[src/rtl/dma_pkg.sv]
// Shared DMA definitions: AHB-Lite encodings, slave-port state type and
// the per-channel register map offsets.
package dma_pkg;

    localparam logic [1:0] HTRANS_IDLE   = 2'b00;
    localparam logic [1:0] HTRANS_BUSY   = 2'b01;
    localparam logic [1:0] HTRANS_NONSEQ = 2'b10;
    localparam logic [1:0] HTRANS_SEQ    = 2'b11;

    localparam logic [2:0] HSIZE_WORD = 3'b010;

    localparam logic HRESP_OKAY  = 1'b0;
    localparam logic HRESP_ERROR = 1'b1;

    // Each channel owns a 16-byte window; the global status/IRQ word sits
    // just past the last channel.
    localparam int CH_STRIDE  = 16;
    localparam int CH_WR_ADDR = 0;
    localparam int CH_RD_ADDR = 4;
    localparam int CH_LEN     = 8;
    localparam int CH_CTRL    = 12;

    typedef enum logic [2:0] {
        ST_IDLE,
        ST_WR,
        ST_RD1,
        ST_RD2,
        ST_ERR1,
        ST_ERR2
    } ahb_slave_state_t;

endpackage

[src/rtl/dma_ahb_slave_if.sv]
// AHB-Lite slave front end for the DMA configuration space: converts bus
// transfers into register-bus strobes with a registered, one-wait read path.
module dma_ahb_slave_if
    import dma_pkg::*;
#(
    parameter int AHB_ADDR_SIZE = 32,
    parameter int AHB_DATA_SIZE = 32,
    parameter int CHANNEL_NUM   = 8,
    parameter int OFFSET_BITS   = 12
) (
    input  logic                     clk,
    input  logic                     areset,
    input  logic                     hsel_i,
    input  logic [AHB_ADDR_SIZE-1:0] haddr_i,
    input  logic [1:0]               htrans_i,
    input  logic                     hwrite_i,
    input  logic [2:0]               hsize_i,
    input  logic [AHB_DATA_SIZE-1:0] hwdata_i,
    input  logic                     hready_i,
    output logic                     hreadyout_o,
    output logic                     hresp_o,
    output logic [AHB_DATA_SIZE-1:0] hrdata_o,
    output logic [AHB_ADDR_SIZE-1:0] c_ad_o,
    output logic                     c_we_o,
    output logic                     c_cs_o,
    output logic [AHB_DATA_SIZE-1:0] c_wd_o,
    input  logic [AHB_DATA_SIZE-1:0] c_rd_i
);

    localparam logic [OFFSET_BITS-1:0] MAX_OFFSET = OFFSET_BITS'(CH_STRIDE * CHANNEL_NUM);

    ahb_slave_state_t state, state_next;

    logic [AHB_ADDR_SIZE-1:0] addr_q;
    logic                     write_q;
    logic [AHB_DATA_SIZE-1:0] hrdata_q;

    logic                   accept;
    logic                   legal;
    logic [OFFSET_BITS-1:0] offset;
    logic                   unused_inputs;

    // Upper address bits are decoded by the interconnect; htrans[0] only
    // distinguishes SEQ from NONSEQ, which this slave treats alike.
    assign unused_inputs = ^{haddr_i[AHB_ADDR_SIZE-1:OFFSET_BITS], htrans_i[0]};

    assign accept = hsel_i & hready_i & htrans_i[1];
    assign offset = haddr_i[OFFSET_BITS-1:0];
    assign legal  = (hsize_i == HSIZE_WORD) && (haddr_i[1:0] == 2'b00) && (offset <= MAX_OFFSET);

    always_ff @(posedge clk or negedge areset) begin
        if (!areset) begin
            state    <= ST_IDLE;
            addr_q   <= '0;
            write_q  <= 1'b0;
            hrdata_q <= '0;
        end else begin
            state <= state_next;
            if (accept && state != ST_RD1 && state != ST_ERR1) begin
                addr_q  <= {{(AHB_ADDR_SIZE-OFFSET_BITS){1'b0}}, offset};
                write_q <= hwrite_i;
            end
            if (state == ST_RD1) begin
                hrdata_q <= c_rd_i;
            end
        end
    end

    // The first cycle of a read or error response is a fixed wait; every
    // other state is a data-phase end where a new address phase may start.
    always_comb begin
        state_next  = ST_IDLE;
        hreadyout_o = 1'b1;
        hresp_o     = HRESP_OKAY;
        c_cs_o      = 1'b0;
        c_we_o      = 1'b0;
        c_ad_o      = '0;
        c_wd_o      = '0;
        case (state)
            ST_RD1: begin
                state_next  = ST_RD2;
                hreadyout_o = 1'b0;
                c_cs_o      = 1'b1;
                c_ad_o      = addr_q;
            end
            ST_ERR1: begin
                state_next  = ST_ERR2;
                hreadyout_o = 1'b0;
                hresp_o     = HRESP_ERROR;
            end
            default: begin
                if (accept) begin
                    if (!legal) begin
                        state_next = ST_ERR1;
                    end else if (hwrite_i) begin
                        state_next = ST_WR;
                    end else begin
                        state_next = ST_RD1;
                    end
                end
                if (state == ST_WR) begin
                    c_cs_o = 1'b1;
                    c_we_o = write_q;
                    c_ad_o = addr_q;
                    c_wd_o = hwdata_i;
                end
                if (state == ST_ERR2) begin
                    hresp_o = HRESP_ERROR;
                end
            end
        endcase
    end

    assign hrdata_o = hrdata_q;

endmodule

[config.mk]
export PLATFORM = sky130hd
export DESIGN_NAME = dma_ahb_slave_if
export DESIGN_NICKNAME = d
export VERILOG_FILES = /design/src/rtl/dma_pkg.sv /design/src/rtl/dma_ahb_slave_if.sv
export SDC_FILE = /design/constraint.sdc
export NUM_CORES = 1
export LEC_CHECK = 0
export CELL_PAD_IN_SITES_DETAIL_PLACEMENT = 2
export CELL_PAD_IN_SITES_GLOBAL_PLACEMENT = 2
export CORE_MARGIN = 8
export CORE_UTILIZATION = 17
export CTS_CLUSTER_DIAMETER = 200
export DETAILED_ROUTE_END_ITERATION = 16
export PLACE_DENSITY_LB_ADDON = 0.1
export SLEW_MARGIN = 20
export SYNTH_ARGS = -nofsm -noshare
export SYNTH_HDL_FRONTEND = slang
export SYNTH_SLANG_ARGS = --single-unit
[constraint.sdc]
create_clock -name clk -period 2.2 [get_ports clk]
set_input_delay 0.22 -clock clk [delete_from_list [all_inputs] [get_ports clk]]
set_output_delay 0.22 -clock clk [all_outputs]
set_load 0.02 [all_outputs]
==> key figures <==
STA
  – Achievable Freq: 487 MHz
  – Fraction of the cycle the final worst path needs: 93.4%
  – Slew Limit Fails: 0
  – Final critical path time including I/O delays and setup: 2050 ps
  – Final hold violations: 0
  – Unrepaired setup endpoints after global routing: false
  – Setup TNS Final: 0 ps
  – Final clock skew: approximately 3.5 ps
  – Total setup violations reported at the end of the flow: 0

Detailed routing
  – Number of DRC markers in iteration 0: 25
  – DRT antenna net count: 0
  – DRC viols: 0
  – Detailed Route WL: 8.85 mm
  – Average wire per standard cell: 16.5 um
  – Count of TritonRoute iterations in the first routing pass: 2
  – Vias per inst: 3.77
  – Total number of vias: 2023

Pwr
  – Combinational Power Share: 42.7%
  – Static leakage power: around 2.3 nW
  – Sequential fraction of design power: 33.5%
  – Internal portion of total power: 0.00219 W
  – Switching component of the power: 0.00110 W
  – Switching share of total power: 33.3%
  – Share of power burned in the clock network: a little under a quarter
  – Sum of internal, switching and leakage power: 0.00329 W
  – Worst IR drop on VDD: around 290 uV
  – Power density cells: 752 nW/um^2

Synth
  – Most numerous cell in the Yosys netlist: sky130_fd_sc_hd__dfrtp_1
  – EDFF count, synth: 0
  – Number of synthesis warnings: 0
  – Average size of a mapped cell: 12.7 um^2
  – Proportion of register bits with asynchronous set or reset after synthesis: 100%
  – Area leader, netlist: sky130_fd_sc_hd__dfrtp_1
  – Summed instance area of the synthesized netlist: 2370 um^2
  – Number of register bits inferred by synthesis: 48
  – Post-synthesis instance total: roughly 190
  – Largest cells by area after synthesis: sky130_fd_sc_hd__dfrtp_1, sky130_fd_sc_hd__mux2_2, sky130_fd_sc_hd__and2_1
  – Flip-flop cell with the highest count after synthesis: sky130_fd_sc_hd__dfrtp_1
  – Cell types with the highest counts after synthesis: sky130_fd_sc_hd__dfrtp_1, sky130_fd_sc_hd__and2_1, sky130_fd_sc_hd__mux2_2, sky130_fd_sc_hd__buf_4, sky130_fd_sc_hd__mux2_4
  – Portion of synthesized cell area occupied by the leading cell type: between 50% and 60%
  – Synth cell types: 24
  – Share of the yosys chip area belonging to registers: roughly 51%

Outcome
  – Outcome: finished, final reports clean

Floorplan
  – Core area: 13700 um^2
  – Starting utilization of the core area: 17.3%
  – Number of ports placed on the die boundary: around 210
  – Die footprint: 18000 um^2
  – # rows: 43
  – Horiz. Die Dim: 134 um
  – Die Ht: about 130 um

Min path
  – HP Class: in -> async

Placed design
  – Weighted congestion reported at the end of routability-driven placement: a little over 0.6
  – Input/output buffers: 164
  – Cell Count Post-Placement: 527
  – Detailed placement HPWL: 7.19 mm
  – Placed Area: 4190 um^2

Layout
  – Register area: 1200 um^2
  – Number of antenna cells inserted: 0
  – Area taken by multi-input logic gates: between 1000 and 1500 um^2
  – Fraction of final layout cells sized beyond drive strength 1: between 10% and 20%
  – Summed area of non-filler cells in the final layout: 4380 um^2
  – Synthesis-to-layout area growth: 84.7%
  – Layout net count: about 460
  – Final design utilization: a little under a third
  – # fillers: ~1500
  – Non-filler cells in the finished layout: 536

Clock tree
  – Buffer count from post-CTS setup fixing: 0
  – Maximum level of the CTS H-tree: 2
  – Num CTS Buffers: 5
  – Clk sinks: 48
  – Latest clock arrival within the worst-skew pair: 290 ps
  – TritonCTS clock tree: yes
  – Clock edge transition at the registers on the reported setup and hold paths: 60 ps
  – Longest Clk Path Bufs: 2
  – Root buffer selected by CTS: sky130_fd_sc_hd__clkbuf_16

Global routing
  – Global-route wire length before repair: 13.6 mm
  – Overall global routing resource usage: 9.67%
  – Congestion Overflow GR: 0
  – Largest net degree at the start of global routing: 34
  – Antenna violations before repair: 0
  – Via count of the first global-routing pass: around 2300

Setup path
  – Required arrival time at the worst endpoint: 1980 ps
  – Kind of cell adding the most delay to the critical path: buffers and inverters
  – Master of the slowest instance on the critical path: sky130_fd_sc_hd__clkdlybuf4s50_1
  – Largest stage delay on the critical path: 650 ps
  – Ordered list of cells on the worst path: nand2b_1, a21o_2, clkdlybuf4s50_1
  – Critical setup path kind: reg -> out
  – Crit path DAT: 1830 ps
  – Buffer and inverter count on the worst path: 1
  – Kind of capture point of the worst setup path: primary output
  – Maximum net fanout on the critical path: 4
  – Critical Path Start Type: flop

Job
  – Max_cap viols: 0
kinds of logic after synthesis:
| kind of cell | synth area share (%) |
|---|---|
| compound gates | 1.85 |
| buf+inv | 8.24 |
| xor+xnor | 0.370 |
| simple gates | 15.8 |
| mux | 22.8 |
| other cells | 0.158 |
| flops | 50.7 |
cells in the final DEF, fill, tap and decap left out, types with 2 or more instances in the layout:
master and n:
sky130_fd_sc_hd__o21ai_0 2, sky130_fd_sc_hd__buf_4 3, sky130_fd_sc_hd__nor2_1 2, sky130_fd_sc_hd__nand4_1 2, sky130_fd_sc_hd__buf_12 2, sky130_fd_sc_hd__nand2b_1 2
sky130_fd_sc_hd__dlymetal6s2s_1 22, sky130_fd_sc_hd__mux2_4 9, sky130_fd_sc_hd__and2_1 45, sky130_fd_sc_hd__dfrtp_1 47, sky130_fd_sc_hd__mux2_1 2, sky130_fd_sc_hd__clkdlybuf4s50_1 118
sky130_fd_sc_hd__conb_1 20, sky130_fd_sc_hd__or4_1 2, sky130_fd_sc_hd__mux2_2 34, sky130_fd_sc_hd__dlygate4sd2_1 23, sky130_fd_sc_hd__clkbuf_16 5, sky130_fd_sc_hd__clkbuf_1 2
per-layer routing:
metal | up-vias | track usage [%] | share of wire (%)
li1 | 921 | - | -
met1 | 985 | 10.9 | 41
met2 | 111 | 14.8 | 44
met3 | 6 | 6.32 | 14
met4 | 0 | 2.43 | 0.93
met5 | - | 0 | 0
layout make-up:
| cell class | count | area share (%) |
|---|---|---|
| timing repair buffer | 170 | 39.7 |
| sequential | 48 | 27.5 |
| multi-input combinational | 129 | 24.3 |
| tap | 180 | 5.15 |
| clock buffer | 8 | 3.35 |
| inverter | 1 | 0.0858 |
registers in the layout (all words and copies together) (netlist names):
| register | cells |
|---|---|
| hrdata_o | 32 |
| addr_q | 12 |
| state | 3 |
| write_q | 1 |
final timing paths:
path	startpoint	endpoint	slack, ps	cells past startpoint
max	state[2]$_DFF_PN0_	hreadyout_o	150	3
min	areset	hrdata_o[4]$_DFFE_PN0P_	350	2
max reg2reg	state[2]$_DFF_PN0_	addr_q[8]$_DFFE_PN0P_	430	4
min reg2reg	hrdata_o[30]$_DFFE_PN0P_	hrdata_o[30]$_DFFE_PN0P_	490	1
max in group asynchronous	areset	state[0]$_DFF_PN0_	1230	3
min in group clk	hrdata_o[30]$_DFFE_PN0P_	hrdata_o[30]$_DFFE_PN0P_	490	1
stage by stage:
| step | hold WS [ps] | setup slack (ps) |
|---|---|---|
| after global routing | 376 | 19.8 |
| after floorplan | -75.6 | 624 |
| after detailed placement | 138 | 200 |
| after CTS | 357 | 1.61 |
| after global placement | 144 | 208 |
| final | 353 | 146 |
power groups by stage:
stage / clock network [W] / registers [W] / logic, W
4_1_cts: 0.000829 / 0.00111 / 0.00147
3_3_place_gp: 0 / 0.00111 / 0.00151
2_1_floorplan: 0 / 0.00109 / 0.000778
6_report: 0.000785 / 0.00110 / 0.00141
5_1_grt: 0.000850 / 0.00112 / 0.00153
3_5_place_dp: 0 / 0.00111 / 0.00153
timing repair:
| item | in CTS | in global routing |
|---|---|---|
| gates cloned | 0 | 0 |
| gates resized for setup | 25 | 22 |
| endpoints found under the hold margin | 12 | 0 |
| setup endpoints to repair | 45 | 22 |
| hold buffers | 1 | 0 |
(Power assumes the default switching activity.)
